## src/rtl/fetch_unit_if.sv

```systemverilog
// rtl/fetch_unit_if.sv - fetch unit handshake bundle: redirect, imem req/gnt/rvalid, decode valid/ready
interface fetch_unit_if;
  logic        jmp_enable;
  logic [31:0] jmp_addr;
  logic        imem_req;
  logic [31:0] imem_addr;
  logic        imem_gnt;
  logic        imem_rvalid;
  logic [31:0] imem_rdata;
  logic        inst_valid;
  logic [31:0] inst;
  logic [31:0] inst_pc;
  logic        inst_ready;
  logic        trap_misaligned;

  modport master (
    input  jmp_enable, jmp_addr, imem_gnt, imem_rvalid, imem_rdata, inst_ready,
    output imem_req, imem_addr, inst_valid, inst, inst_pc, trap_misaligned
  );

  modport slave (
    output jmp_enable, jmp_addr, imem_gnt, imem_rvalid, imem_rdata, inst_ready,
    input  imem_req, imem_addr, inst_valid, inst, inst_pc, trap_misaligned
  );
endinterface

```

## src/rtl/fetch_unit.sv

```systemverilog
// rtl/fetch_unit.sv - rv32i PC sequencer: one outstanding word fetch, decode handoff, redirect and misaligned trap
module fetch_unit #(
  parameter logic [31:0] RESET_PC = 32'h0000_0000
) (
  input  logic          clk,
  input  logic          rst,
  fetch_unit_if.master  bus
);

  typedef enum logic [2:0] {IDLE, REQ, WAIT, HOLD, HALT} state_t;

  state_t      state;
  logic [31:0] pc;
  logic        drop;
  logic        redirect;
  logic        misaligned;
  logic        outstanding;

  assign bus.imem_addr = pc;
  assign redirect      = bus.jmp_enable && (state == REQ || state == WAIT || state == HOLD);
  assign misaligned    = bus.jmp_addr[1:0] != 2'b00;
  // A fetch is in flight if it was granted this cycle or is still waiting for its rvalid.
  assign outstanding   = (state == REQ && bus.imem_gnt) || (state == WAIT && !bus.imem_rvalid);

  always_ff @(posedge clk) begin
    if (rst) begin
      state               <= IDLE;
      pc                  <= RESET_PC;
      drop                <= 1'b0;
      bus.imem_req        <= 1'b0;
      bus.inst_valid      <= 1'b0;
      bus.inst            <= 32'h0;
      bus.inst_pc         <= 32'h0;
      bus.trap_misaligned <= 1'b0;
    end else if (redirect && misaligned) begin
      bus.trap_misaligned <= 1'b1;
      bus.inst_valid      <= 1'b0;
      bus.imem_req        <= 1'b0;
      drop                <= outstanding;
      state               <= HALT;
    end else begin
      case (state)
        IDLE: begin
          bus.imem_req <= 1'b1;
          state        <= REQ;
        end
        REQ: begin
          if (redirect) pc <= bus.jmp_addr;
          if (bus.imem_gnt) begin
            bus.imem_req <= 1'b0;
            drop         <= redirect;
            state        <= WAIT;
          end
        end
        WAIT: begin
          if (redirect) begin
            pc <= bus.jmp_addr;
            if (bus.imem_rvalid) begin
              drop         <= 1'b0;
              bus.imem_req <= 1'b1;
              state        <= REQ;
            end else begin
              drop <= 1'b1;
            end
          end else if (bus.imem_rvalid) begin
            if (drop) begin
              drop         <= 1'b0;
              bus.imem_req <= 1'b1;
              state        <= REQ;
            end else begin
              bus.inst       <= bus.imem_rdata;
              bus.inst_pc    <= pc;
              bus.inst_valid <= 1'b1;
              state          <= HOLD;
            end
          end
        end
        HOLD: begin
          // The redirect wins over inst_ready: the consumed instruction caused it, so no pc+4.
          if (redirect) begin
            pc             <= bus.jmp_addr;
            bus.inst_valid <= 1'b0;
            bus.imem_req   <= 1'b1;
            state          <= REQ;
          end else if (bus.inst_ready) begin
            pc             <= pc + 32'd4;
            bus.inst_valid <= 1'b0;
            bus.imem_req   <= 1'b1;
            state          <= REQ;
          end
        end
        HALT: begin
          bus.imem_req   <= 1'b0;
          bus.inst_valid <= 1'b0;
        end
        default: begin
          bus.imem_req <= 1'b0;
          state        <= IDLE;
        end
      endcase
    end
  end

endmodule
```

## src/flat_wrapper.sv

```systemverilog
// flat-port wrapper written by rule: the top's interface ports become plain ports
module fetch_unit_flat 
#(
  parameter logic [31:0] RESET_PC = 32'h0000_0000
)
  (clk, rst, bus_jmp_enable, bus_jmp_addr, bus_imem_gnt, bus_imem_rvalid, bus_imem_rdata, bus_inst_ready, bus_imem_req, bus_imem_addr, bus_inst_valid, bus_inst, bus_inst_pc, bus_trap_misaligned);
  fetch_unit_if bus_i ();
  input  logic clk;
  input  logic rst;
  input wire logic [$bits(bus_i.jmp_enable)-1:0] bus_jmp_enable;
  input wire logic [$bits(bus_i.jmp_addr)-1:0] bus_jmp_addr;
  input wire logic [$bits(bus_i.imem_gnt)-1:0] bus_imem_gnt;
  input wire logic [$bits(bus_i.imem_rvalid)-1:0] bus_imem_rvalid;
  input wire logic [$bits(bus_i.imem_rdata)-1:0] bus_imem_rdata;
  input wire logic [$bits(bus_i.inst_ready)-1:0] bus_inst_ready;
  output wire logic [$bits(bus_i.imem_req)-1:0] bus_imem_req;
  output wire logic [$bits(bus_i.imem_addr)-1:0] bus_imem_addr;
  output wire logic [$bits(bus_i.inst_valid)-1:0] bus_inst_valid;
  output wire logic [$bits(bus_i.inst)-1:0] bus_inst;
  output wire logic [$bits(bus_i.inst_pc)-1:0] bus_inst_pc;
  output wire logic [$bits(bus_i.trap_misaligned)-1:0] bus_trap_misaligned;
  assign bus_i.jmp_enable = bus_jmp_enable;
  assign bus_i.jmp_addr = bus_jmp_addr;
  assign bus_i.imem_gnt = bus_imem_gnt;
  assign bus_i.imem_rvalid = bus_imem_rvalid;
  assign bus_i.imem_rdata = bus_imem_rdata;
  assign bus_i.inst_ready = bus_inst_ready;
  assign bus_imem_req = bus_i.imem_req;
  assign bus_imem_addr = bus_i.imem_addr;
  assign bus_inst_valid = bus_i.inst_valid;
  assign bus_inst = bus_i.inst;
  assign bus_inst_pc = bus_i.inst_pc;
  assign bus_trap_misaligned = bus_i.trap_misaligned;
  fetch_unit #(.RESET_PC(RESET_PC)) u_core (.clk(clk), .rst(rst), .bus(bus_i));
endmodule
```

## config.mk

```make
export PLATFORM = sky130hd
export DESIGN_NAME = fetch_unit_flat
export DESIGN_NICKNAME = d
export VERILOG_FILES = /design/src/rtl/fetch_unit_if.sv /design/src/rtl/fetch_unit.sv /design/src/flat_wrapper.sv
export SDC_FILE = /design/constraint.sdc
export NUM_CORES = 1
export LEC_CHECK = 0
export ABC_AREA = 1
export CAP_MARGIN = 0
export CELL_PAD_IN_SITES_DETAIL_PLACEMENT = 1
export CELL_PAD_IN_SITES_GLOBAL_PLACEMENT = 1
export CORE_MARGIN = 2
export CORE_UTILIZATION = 28
export DETAILED_ROUTE_END_ITERATION = 8
export PLACE_DENSITY_LB_ADDON = 0.25
export SYNTH_ARGS = -nofsm -noshare
export SYNTH_HDL_FRONTEND = slang
export SYNTH_SLANG_ARGS = --single-unit
export TNS_END_PERCENT = 50
```

## constraint.sdc

```tcl
create_clock -name clk -period 1.48 [get_ports clk]
set_input_delay 0.296 -clock clk [delete_from_list [all_inputs] [get_ports clk]]
set_output_delay 0.296 -clock clk [all_outputs]
set_load 0.03 [all_outputs]
```

### Word level (Yosys, flattened, before mapping)

Index checks and enable logic that the tools add are counted.

| operators by class | value |
|---|---|
| reduce and logical (&&, ||, !) cells | 22 |
| equal/unequal tests | 16 |
| bitwise gates (word level) | 4 |
| multiplexer cells | 33 |
| $add $sub $neg | 1 |

Operators by type and width:

| kind | number |
|---|---|
| 32-bit 2-to-1 mux | 3 |
| 32-bit case mux with 2 select lines | 1 |
| 32-bit by 3-bit adder with 32-bit output (second input constant) | 1 |
| 3-bit 2-to-1 mux | 7 |
| 1-bit 2-to-1 mux | 17 |
| 4-bit AND reduction | 4 |
| 3-bit case mux with 5 select lines | 1 |
| 5-bit AND reduction | 2 |
| 2-bit != test (second input constant) | 4 |
| 4-bit by 3-bit != test with 1-bit output (second input constant) | 2 |
| 3-bit by 2-bit equality test with 1-bit output (second input constant) | 2 |
| 3-bit != test (second input constant) | 2 |
| 3-bit nonzero test | 2 |
| 1-bit logical AND | 4 |
| 2-bit by 1-bit != test with 1-bit output (second input constant) | 2 |
| 1-bit inverter | 4 |
| 1-bit case mux with 4 select lines | 1 |
| 2-bit nonzero test | 2 |
| 2-bit OR reduction | 2 |
| 3-bit by 1-bit equality test with 1-bit output (second input constant) | 1 |
| 3-bit equality test (second input constant) | 1 |
| 3-bit zero test | 1 |
| 1-bit logical OR | 3 |
| 3-bit by 1-bit != test with 1-bit output (second input constant) | 1 |
| 6 further kinds | 6 |

| storage, ports and cells | value |
|---|---|
| register bits after elaboration | 103 |
| word-level logic and storage cells | 85 |
| output and inout bits | 99 |

### Logic depth before layout (Yosys ltp)

Gate-level depths: netlist of the first run.

| depth | value |
|---|---|
| depth after elaboration | 7 |
| mapped depth | 10 |

### Least setup slack after synthesis of the first run

OpenSTA, ideal clock, no wires.

| timing | value |
|---|---|
| kind | register -> register |
| start point | register u_core.pc[3], in the netlist u_core.bus.imem_addr[3] |
| end point | register u_core.pc[14], in the netlist u_core.bus.imem_addr[14] |
| stages on the path, launching flop included | 11 |
| data required time | 1.361 ns |
| arrival time | 1.586 ns |
| slack | -0.225 ns |
| path buffers | 0 |
| library setup time | 0.119 ns |
| path through | dfxtp_1 -> ha_1 -> nand2_1 -> nor2_1 -> nand2_1 -> nor2_1 -> nand3_1 -> o21ai_0 -> nand2_1 -> nand2_1 -> a21oi_1 |

| between the ends | value |
|---|---|
| cells in the longest elaborated chain, start to end | 4 |

Ends and longest elaborated chain:

| item | line | RTL |
|---|---|---|
| start: declaration | fetch_unit.sv:13 | `logic [31:0] pc;` |
| start signal: assignment | fetch_unit.sv:48 | `if (redirect) pc <= bus.jmp_addr;` |
| start signal: assignment | fetch_unit.sv:57 | `pc <= bus.jmp_addr;` |
| start signal: assignment | fetch_unit.sv:81 | `pc <= bus.jmp_addr;` |
| 32-bit by 3-bit adder with 32-bit output | fetch_unit.sv:86 | `pc <= pc + 32'd4;` |
| 32-bit 2-to-1 mux | fetch_unit.sv:85 | `end else if (bus.inst_ready) begin` |
| 32-bit 2-to-1 mux | fetch_unit.sv:80 | `if (redirect) begin` |
| 32-bit case mux with 2 select lines | fetch_unit.sv:42 | `case (state)` |

Every way passes these cells. The select of a mux whose other input is x is not followed.
A chain may end at the register's enable or synchronous reset.

### Worst setup path in the final report of the first run

| timing | value |
|---|---|
| start point | register u_core.state[0] |
| end point | register u_core.bus.inst_pc[21] |

| between the ends | value |
|---|---|
| cells in the longest elaborated chain, start to end | 7 |
| elaborated cells on any way between the ends | 10 |

Ends and longest elaborated chain:

| item | line | RTL |
|---|---|---|
| start: declaration | fetch_unit.sv:12 | `state_t state;` |
| start signal: assignment | fetch_unit.sv:27 | `state <= IDLE;` |
| start signal: assignment | fetch_unit.sv:40 | `state <= HALT;` |
| start signal: assignment | fetch_unit.sv:45 | `state <= REQ;` |
| 3-bit by 1-bit equality test with 1-bit output or 3-bit by 2-bit equality test with 1-bit output (tied branches) | fetch_unit.sv:20, fetch_unit.sv:42 |  |
| 1-bit logical OR (2 in a row) | fetch_unit.sv:20 | `assign redirect = bus.jmp_enable && (state == REQ \|\| state == WAIT \|\| state == HOLD);` |
| 1-bit logical AND | fetch_unit.sv:20 |  |
| 1-bit logical AND | fetch_unit.sv:35 | `end else if (redirect && misaligned) begin` |
| 1-bit inverter (no line) | - |  |
| 5-bit AND reduction (no line) (*) | - |  |
| end signal: assignment | fetch_unit.sv:72 | `bus.inst_pc <= pc;` |
| end: declaration | fetch_unit_if.sv:18 | `output imem_req, imem_addr, inst_valid, inst, inst_pc, trap_misaligned` |

Every way passes the cells marked *; elsewhere a longest branch is shown, timed or not.

==> results.md, run 1 <==
- VDD IR max: 0.6472 mV
- Remaining DRCs: 0
- Ant diodes: 0
- Register bit total from synthesis: 103
- Layout Skew: 0.008766 ns
- CP max-delay cell: dfxtp_2
- Worst path cell trace: buf_6, nor3_4, inv_2, nor2_4, buf_8, clkbuf_16, nand3_2, a21oi_2
- Initial Utilization: 28.86%
- CTS Buffer Depth: 2
- Filler instances: 2180
- Startpoint Class: flip-flop
- Worst-Skew Late Latency: 0.36 ns
- Final Non-Filler Cells: 1237
- DP HPWL: 14240 um
- Sequential power share: 34.6%
- Cells after synthesis: 764
- Slew @ Worst Pin: 0.3543 ns
- Final Cell Area: 0.008299 sq mm
- Area growth syn-to-layout: 65.12%
- Post-route setup slack: -0.09955 ns
- Synth warn: 0
- Initial DRC count: 241
- Top Family by Delay on Critical Path: buffers and inverters
- WP data required: 1.77 ns
- Final core utilization: 47.65%
- Slew Viols, Final: 0
- FMAX: 633.1 MHz
- Ys async rst share: 0%
- GP Congestion: 0.8664
- Via-to-Cell Ratio: 4.802
- Status: finished with violations
- Gate power share: 43.0%
- Vias: 5940
- Placed cells: 1212
- Fin Hold WS: 0.3993 ns
- Sw Share: 38.86%
- Port Buffer Count: 168
- Chip width: 138.0 um
- Rel. slew slack: 76.47%
- CTS Root Cell: clkbuf_16
- Clock-pin slew on the worst setup and hold paths: 0.07 ns
- Die Ht: 138.0 um
- Final Hold Viols: 0
- Internal Power: 6.359 mW
- Leak Pwr: 3.411 nW
- Share of the synthesized area in the top cell type: 41.03%
- Per-cell routed wire length: 16.19 um
- Top-count cell post-synth: nand2_1
- Worst Setup End Kind: flip-flop
- Layout Nets: 1078
- Final ANT Viol Nets: 0
- Synth cell types: 29
- Hold-fix buffers at CTS: 0
- Grt total ovfl: 0
- I/O Pins: 169
- Vias in the first global route: 5874
- CORE AREA: 0.01742 sq mm
- Num CTS Buffers: 9
- Net Count, Synth: 835
- Mapped Area: 0.005026 sq mm
- Crit path buffers/inverters: 4
- CP Max Fanout: 5
- RSZ-0062 raised after global routing: yes
- Placed instance area: 0.007691 sq mm
- CP peak stage delay: 0.34 ns
- Failing checks: negative setup slack
- Clock power frac: 22.3%
- Layout cells sized above 1: 24.11%
- DR pass1 iterations: 4
- Commonest cells post-synth: nand2_1 (219), nor2_1 (105), dfxtp_1 (103), nand3_1 (99), a21oi_1 (96)
- Htree depth: 3
- Setup WS pre-CTS: -0.4246 ns
- Synth Flop Type: dfxtp_1
- Final period util: 106.7%
- Initial antenna violation count: 0
- Synth area leaders: dfxtp_1 (41%), nand2_1 (16%), nand3_1 (9.9%)
- Die area: 0.01904 sq mm
- Crit path DAT: 1.87 ns
- Post-synth EDFFs: 0
- Pwr Density: 1253 mW/mm^2
- Cell accounting for the most synthesized area: dfxtp_1
- Global-route wire length before repair: 30000 um
- Sequential-to-total area share from yosys stat: 41.03%
- FP Rows: 48
- Mean Syn Cell Area: 6.579 sq um
- Largest net degree at the start of global routing: 53
- Final Critical Period: 1.580 ns
- Switching pwr: 4.042 mW
- Hold WC Path Type: input port to flip-flop
- TritonCTS clock tree: built
- GRT Overall Usage: 20.19%
- # setup viols final: 66
- # clock sinks: 103
- Detailed Route WL: 20030 um
- MaxCap Viol Count: 0
- Critical path class: flip-flop to flip-flop
==> timing repair <==
action	CTS	global route
buffers inserted	0	4
endpoints found under the hold margin	0	0
setup endpoints to repair	178	100
cloned	0	5
pin swaps	4	29
resized for setup	129	77
==> cell type report <==
class	count	area, sq um	share of cell area, %
timing repair buffer	276	2664	32.10
clock inverter	5	30.03	0.3618
multi-input combinational	576	2818	33.95
inverter	41	161.4	1.945
tap	225	281.5	3.392
sequential	103	2102	25.33
clock buffer	11	242.7	2.925
==> final timing paths <==
path	from	endpoint	slack, ns	cells after the start
max	u_core.state[0]$_SDFFE_PP0P_	u_core.bus.inst_pc[21]$_SDFFE_PP0P_	-0.1	8
min	rst	u_core.state[2]$_SDFFE_PP0P_	0.40	3
max reg2reg	u_core.state[0]$_SDFFE_PP0P_	u_core.bus.inst_pc[21]$_SDFFE_PP0P_	-0.1	8
min reg2reg	u_core.bus.inst[14]$_SDFFE_PP0P_	u_core.bus.inst[14]$_SDFFE_PP0P_	0.46	2
==> power by group through the flow <==
stage                     sequential, mW  clock [mW]  combinational, mW
after detailed placement            3.61           0               4.22
after CTS                           3.56        2.38               4.19
after floorplan                     4.18           0               1.49
after global routing                3.65        2.48               4.85
after global placement              3.60           0               4.14
final                               3.60        2.32               4.48
==> worst register-to-register path: stages, from the launching register on <==
cell	delay, ns
dfxtp_2	0.34
buf_6	0.12
nor3_4	0.20
inv_2	0.08
nor2_4	0.23
buf_8	0.18
clkbuf_16	0.16
nand3_2	0.07
a21oi_2	0.14
==> state kept, by name, indices dropped and copies added, names as in the netlist <==
name	count
u_core.bus.imem_addr	32
u_core.bus.inst	32
u_core.bus.inst_pc	32
u_core.state	3
u_core.bus.imem_req	1
u_core.bus.inst_valid	1
u_core.bus.trap_misaligned	1
u_core.drop	1
==> logic make-up (layout without fill, tap and decap cells) <==
| logic type | Yosys count | after routing | synth area share, % |
|---|---|---|---|
| adder cells (fa/ha/maj) | 1 | 1 | 0.2489 |
| buffers and inverters | 85 | 333 | 7.966 |
| XOR/XNOR | 3 | 3 | 0.5229 |
| AND/OR/NAND/NOR | 441 | 441 | 36.64 |
| multiplexers | 2 | 2 | 0.3983 |
| flip-flops | 103 | 103 | 41.03 |
| AO/OA/AOI/OAI | 129 | 129 | 13.19 |
==> routing by layer <==
layer	track usage, %	vias up	share of wire [%]
li1	-	2982	-
met1	25.61	2846	45
met2	35.37	93	50
met3	3.070	19	3.4
met4	5.896	0	1.5
met5	0	-	0
==> metrics by stage <==
| step | power [mW] | setup TNS [ns] |
|---|---|---|
| floorplan | 5.672 | 0 |
| global placement | 7.749 | -16.91 |
| detailed placement | 7.826 | -20.81 |
| CTS | 10.13 | -0.3194 |
| global route | 10.98 | -12.14 |
| finish | 10.40 | -3.928 |
==> layout by cell type (no fill, tap or decap), types with 3 or more instances in the layout <==
master / count
nand2_1: 204
buf_4: 96
nand3_1: 93
a21oi_1: 91
nor2_1: 82
dfxtp_1: 81
dlygate4sd2_1: 73
clkdlybuf4s50_1: 68
inv_1: 33
nor2_2: 19
o21ai_0: 17
dfxtp_2: 17
buf_12: 16
clkbuf_16: 12
nand2_2: 11
nor2_4: 8
o21ai_1: 8
clkdlybuf4s15_2: 8
nand2_4: 6
buf_6: 6
inv_2: 5
nand3_2: 5
a21oi_2: 5
o21ai_2: 5
nand4_1: 5
dfxtp_4: 5
inv_4: 4
nand3b_1: 3
clkinv_2: 3
buf_8: 3
Power figures use the tool's default switching activity.
==> inputs of run 2 (changes only) <==
Settings changed: ABC_AREA 1 to 0.
==> run 2 against run 1 <==
- the flow still finishes with violations (negative setup slack)
- maximum frequency is 20% lower
- total power is 9.4% lower
- worst setup slack worse by 0.39 ns
- critical path depth is 1 lower
==> results.md, run 2 <==
- Worst-Skew Late Latency: 0.36 ns (about the same)
- Mean Syn Cell Area: 7.704 sq um (+17%)
- Detailed Route WL: 26070 um (+30%)
- FP Rows: 47 (-2.1%)
- Hold WC Path Type: input port to flip-flop
- Failing checks: negative setup slack
- Final Cell Area: 0.009911 sq mm (+19%)
- Port Buffer Count: 168 (unchanged)
- WP data required: 1.75 ns (-0.02 ns)
- Critical path class: input port to flip-flop
- CP Max Fanout: 6 (+1)
- Commonest non-fill, non-tap cell in the layout: buf_4
- Num CTS Buffers: 9 (unchanged)
- Net Count, Synth: 676 (-19%)
- Chip width: 133.0 um (-3.6%)
- TritonCTS clock tree: built
- Final Hold Viols: 0 (unchanged)
- Largest net degree at the start of global routing: 53 (unchanged)
- CTS Root Cell: clkbuf_16
- GR peak layer: met2
- CORE AREA: 0.01641 sq mm (-5.8%)
- DP HPWL: 14400 um (+1.2%)
- Grt total ovfl: 0 (unchanged)
- Global-route wire length before repair: 36920 um (+23%)
- Pwr Density: 951.3 mW/mm^2 (-24%)
- Die Ht: 133.0 um (-3.6%)
- Status: finished with violations
- Final Non-Filler Cells: 1145 (-7.4%)
- Vias: 6271 (+5.6%)
- Initial antenna violation count: 0 (unchanged)
- Via-to-Cell Ratio: 5.477 (+14%)
- Commonest non-fill, non-tap cells in the layout: buf_4 (110), dfxtp_1 (78), nand2_4 (70), clkdlybuf4s50_1 (67), nand2_1 (65)
- Layout Nets: 991 (-8.1%)
- Layout Skew: 0.006920 ns (-0.001846 ns)
- Htree depth: 3 (unchanged)
- VDD IR max: 0.5385 mV (-17%)
- Layout cells sized above 1: 54.70% (+31 points)
- Synth area leaders: dfxtp_1 (44%), nand2_1 (13%), a21oi_1 (9.7%)
- Final period util: 133.3% (+27 points)
- Worst Hold Depth: 3 (unchanged)
- Post-synth EDFFs: 0 (unchanged)
- Clock-pin slew on the worst setup and hold paths: 0.07 ns (about the same)
- Worst Setup End Kind: flip-flop
- Final Critical Period: 1.973 ns (+0.3937 ns)
- Placed instance area: 0.007523 sq mm (-2.2%)
- DR pass1 iterations: 5 (+1)
- Share of the synthesized area in the top cell type: 44.24% (+3.2 points)
- Ant diodes: 0 (unchanged)
- Slew Viols, Final: 0 (unchanged)
- RSZ-0062 raised after global routing: yes
- Leak Pwr: 4.084 nW (+20%)
- Die area: 0.01769 sq mm (-7.1%)
- Placed cells: 1067 (-12%)
- Final ANT Viol Nets: 0 (unchanged)
- Cell accounting for the most synthesized area: dfxtp_1
- Sequential-to-total area share from yosys stat: 44.24% (+3.2 points)
- Startpoint Class: input port
- Mapped Area: 0.004661 sq mm (-7.3%)
- Ys async rst share: 0% (unchanged)
- Area growth syn-to-layout: 112.6%
- Synth cell types: 64 (+120%)
- Initial Utilization: 28.41% (-0.45 points)
- I/O Pins: 169 (unchanged)
- MaxCap Viol Count: 0 (unchanged)
- Hold-fix buffers at CTS: 0 (unchanged)
- Remaining DRCs: 0 (unchanged)
- Register bit total from synthesis: 103 (unchanged)
- GP Congestion: 0.9062 (+4.6%)
- Fin Hold WS: 0.4221 ns (+0.02288 ns)
- GRT Overall Usage: 26.69% (+6.5 points)
- Cells after synthesis: 605 (-21%)
- Slew @ Worst Pin: 0.7055 ns (+0.3512 ns)
- Register-to-Register Path Depth: 7 (-1)
- Rel. slew slack: 52.96% (-24 points)
- Synth warn: 0 (unchanged)
- Top-count cell post-synth: nand2_1
- FMAX: 506.8 MHz (-20%)
- Met1 GRT Util: 31.73% (+6.1 points)
- Commonest cells post-synth: nand2_1 (166), dfxtp_1 (103), a21oi_1 (90), clkbuf_1 (32), nor2_1 (26)
- Initial DRC count: 322 (+34%)
- # setup viols final: 101 (+53%)
- Synth Flop Type: dfxtp_1
- GRT met2 Usage: 47.64% (+12 points)
- CTS Buffer Depth: 2 (unchanged)
- Post-route setup slack: -0.4933 ns (-0.3937 ns)
- Per-cell routed wire length: 22.76 um (+41%)
- Vias in the first global route: 6578 (+12%)
- Met3 Track Usage GR: 4.406% (+1.3 points)
- Crit path DAT: 2.25 ns (+0.38 ns)
- # clock sinks: 103 (unchanged)
[run 2: changes by cell type after synthesis, moves of 6 or more]
cell      previous run  this run
nand4_1              5        13
inv_1               37         9
nand2_1            219       166
nor2_1             105        26
o21ai_0             25        17
clkbuf_1            20        32
buf_2               11         5
a21oi_1             96        90
and4_1               0         8
nand3_1             99        24
[run 2: critical path, stage by stage]
cell and delay [ns]:
clkdlybuf4s50_1 0.42, nor2_2 0.24, o31a_1 0.26, buf_4 0.15, nand2_2 0.12, or4_4 0.57
a41oi_2 0.19
[run 2: stage by stage]
| stage | setup TNS, ns | power (mW) | setup WS [ns] | util (%) |
|---|---|---|---|---|
| floorplan | -7.814 | 4.559 | -0.4518 | - |
| global placement | -60.33 | 5.929 | -0.6572 | 45.86 |
| detailed placement | -64.62 | 6.008 | -0.7361 | 45.86 |
| CTS | -19.22 | 9.039 | -0.3935 | 57.36 |
| global route | -35.58 | 9.754 | -0.5282 | 60.41 |
| finish | -31.12 | 9.428 | -0.4933 | 60.41 |
[run 2: cell type report]
| type | count | area, sq um |
|---|---|---|
| fillers | 1768 | 6496 |
| multi-input cells | 447 | 3601 |
| repair buffers | 349 | 3588 |
| flip-flops and latches | 103 | 2123 |
| well taps | 220 | 275.3 |
| clock buffers | 9 | 225.2 |
| clock inverters | 7 | 52.55 |
| inverters | 10 | 45.04 |
[run 2: worst paths after layout]
kind                                                       start                                    end  slack [ns]
worst max-delay path                             bus_jmp_addr[1]  u_core.bus.imem_addr[26]$_SDFFE_PP0P_       -0.49
worst max register to register      u_core.state[1]$_SDFFE_PP0P_  u_core.bus.imem_addr[26]$_SDFFE_PP0P_       -0.48
worst min-delay path                                         rst   u_core.bus.imem_addr[0]$_SDFFE_PP0P_        0.42
worst min register to register  u_core.bus.inst[21]$_SDFFE_PP0P_       u_core.bus.inst[21]$_SDFFE_PP0P_        0.45
[run 2: timing repair]
item                                    in CTS  in global routing
cloned                                      17                  7
endpoints found under the setup margin     192                134
gates resized for setup                    430                186
buffers inserted                            30                 21
endpoints found under the hold margin        0                  0
pin swaps                                  130                 96
[run 2: cell families after synthesis]
| kind of cell | Yosys count | share of synthesized area, % |
|---|---|---|
| and+or+nand+nor | 277 | 27.33 |
| AOI/OAI and AO/OA | 165 | 21.93 |
| DFF | 103 | 44.24 |
| buffers and inverters | 56 | 5.557 |
| muxes | 3 | 0.6711 |
| adders and majority gates | 1 | 0.2684 |
[run 2: where the power goes]
group          total (mW)  leakage (nW)  internal (mW)  switching [mW]
Sequential           3.24         0.848           3.01           0.230
Clock                2.37         0.141           1.17            1.21
Combinational        3.82          3.09           1.78            2.03
Total                9.43          4.08           5.96            3.47
[run 2: layer usage]
layer	vias to the layer above	share of wire, %
met4	0	3.6
met5	-	0
met2	267	51
met3	71	5.3
met1	3146	40
li1	2787	-
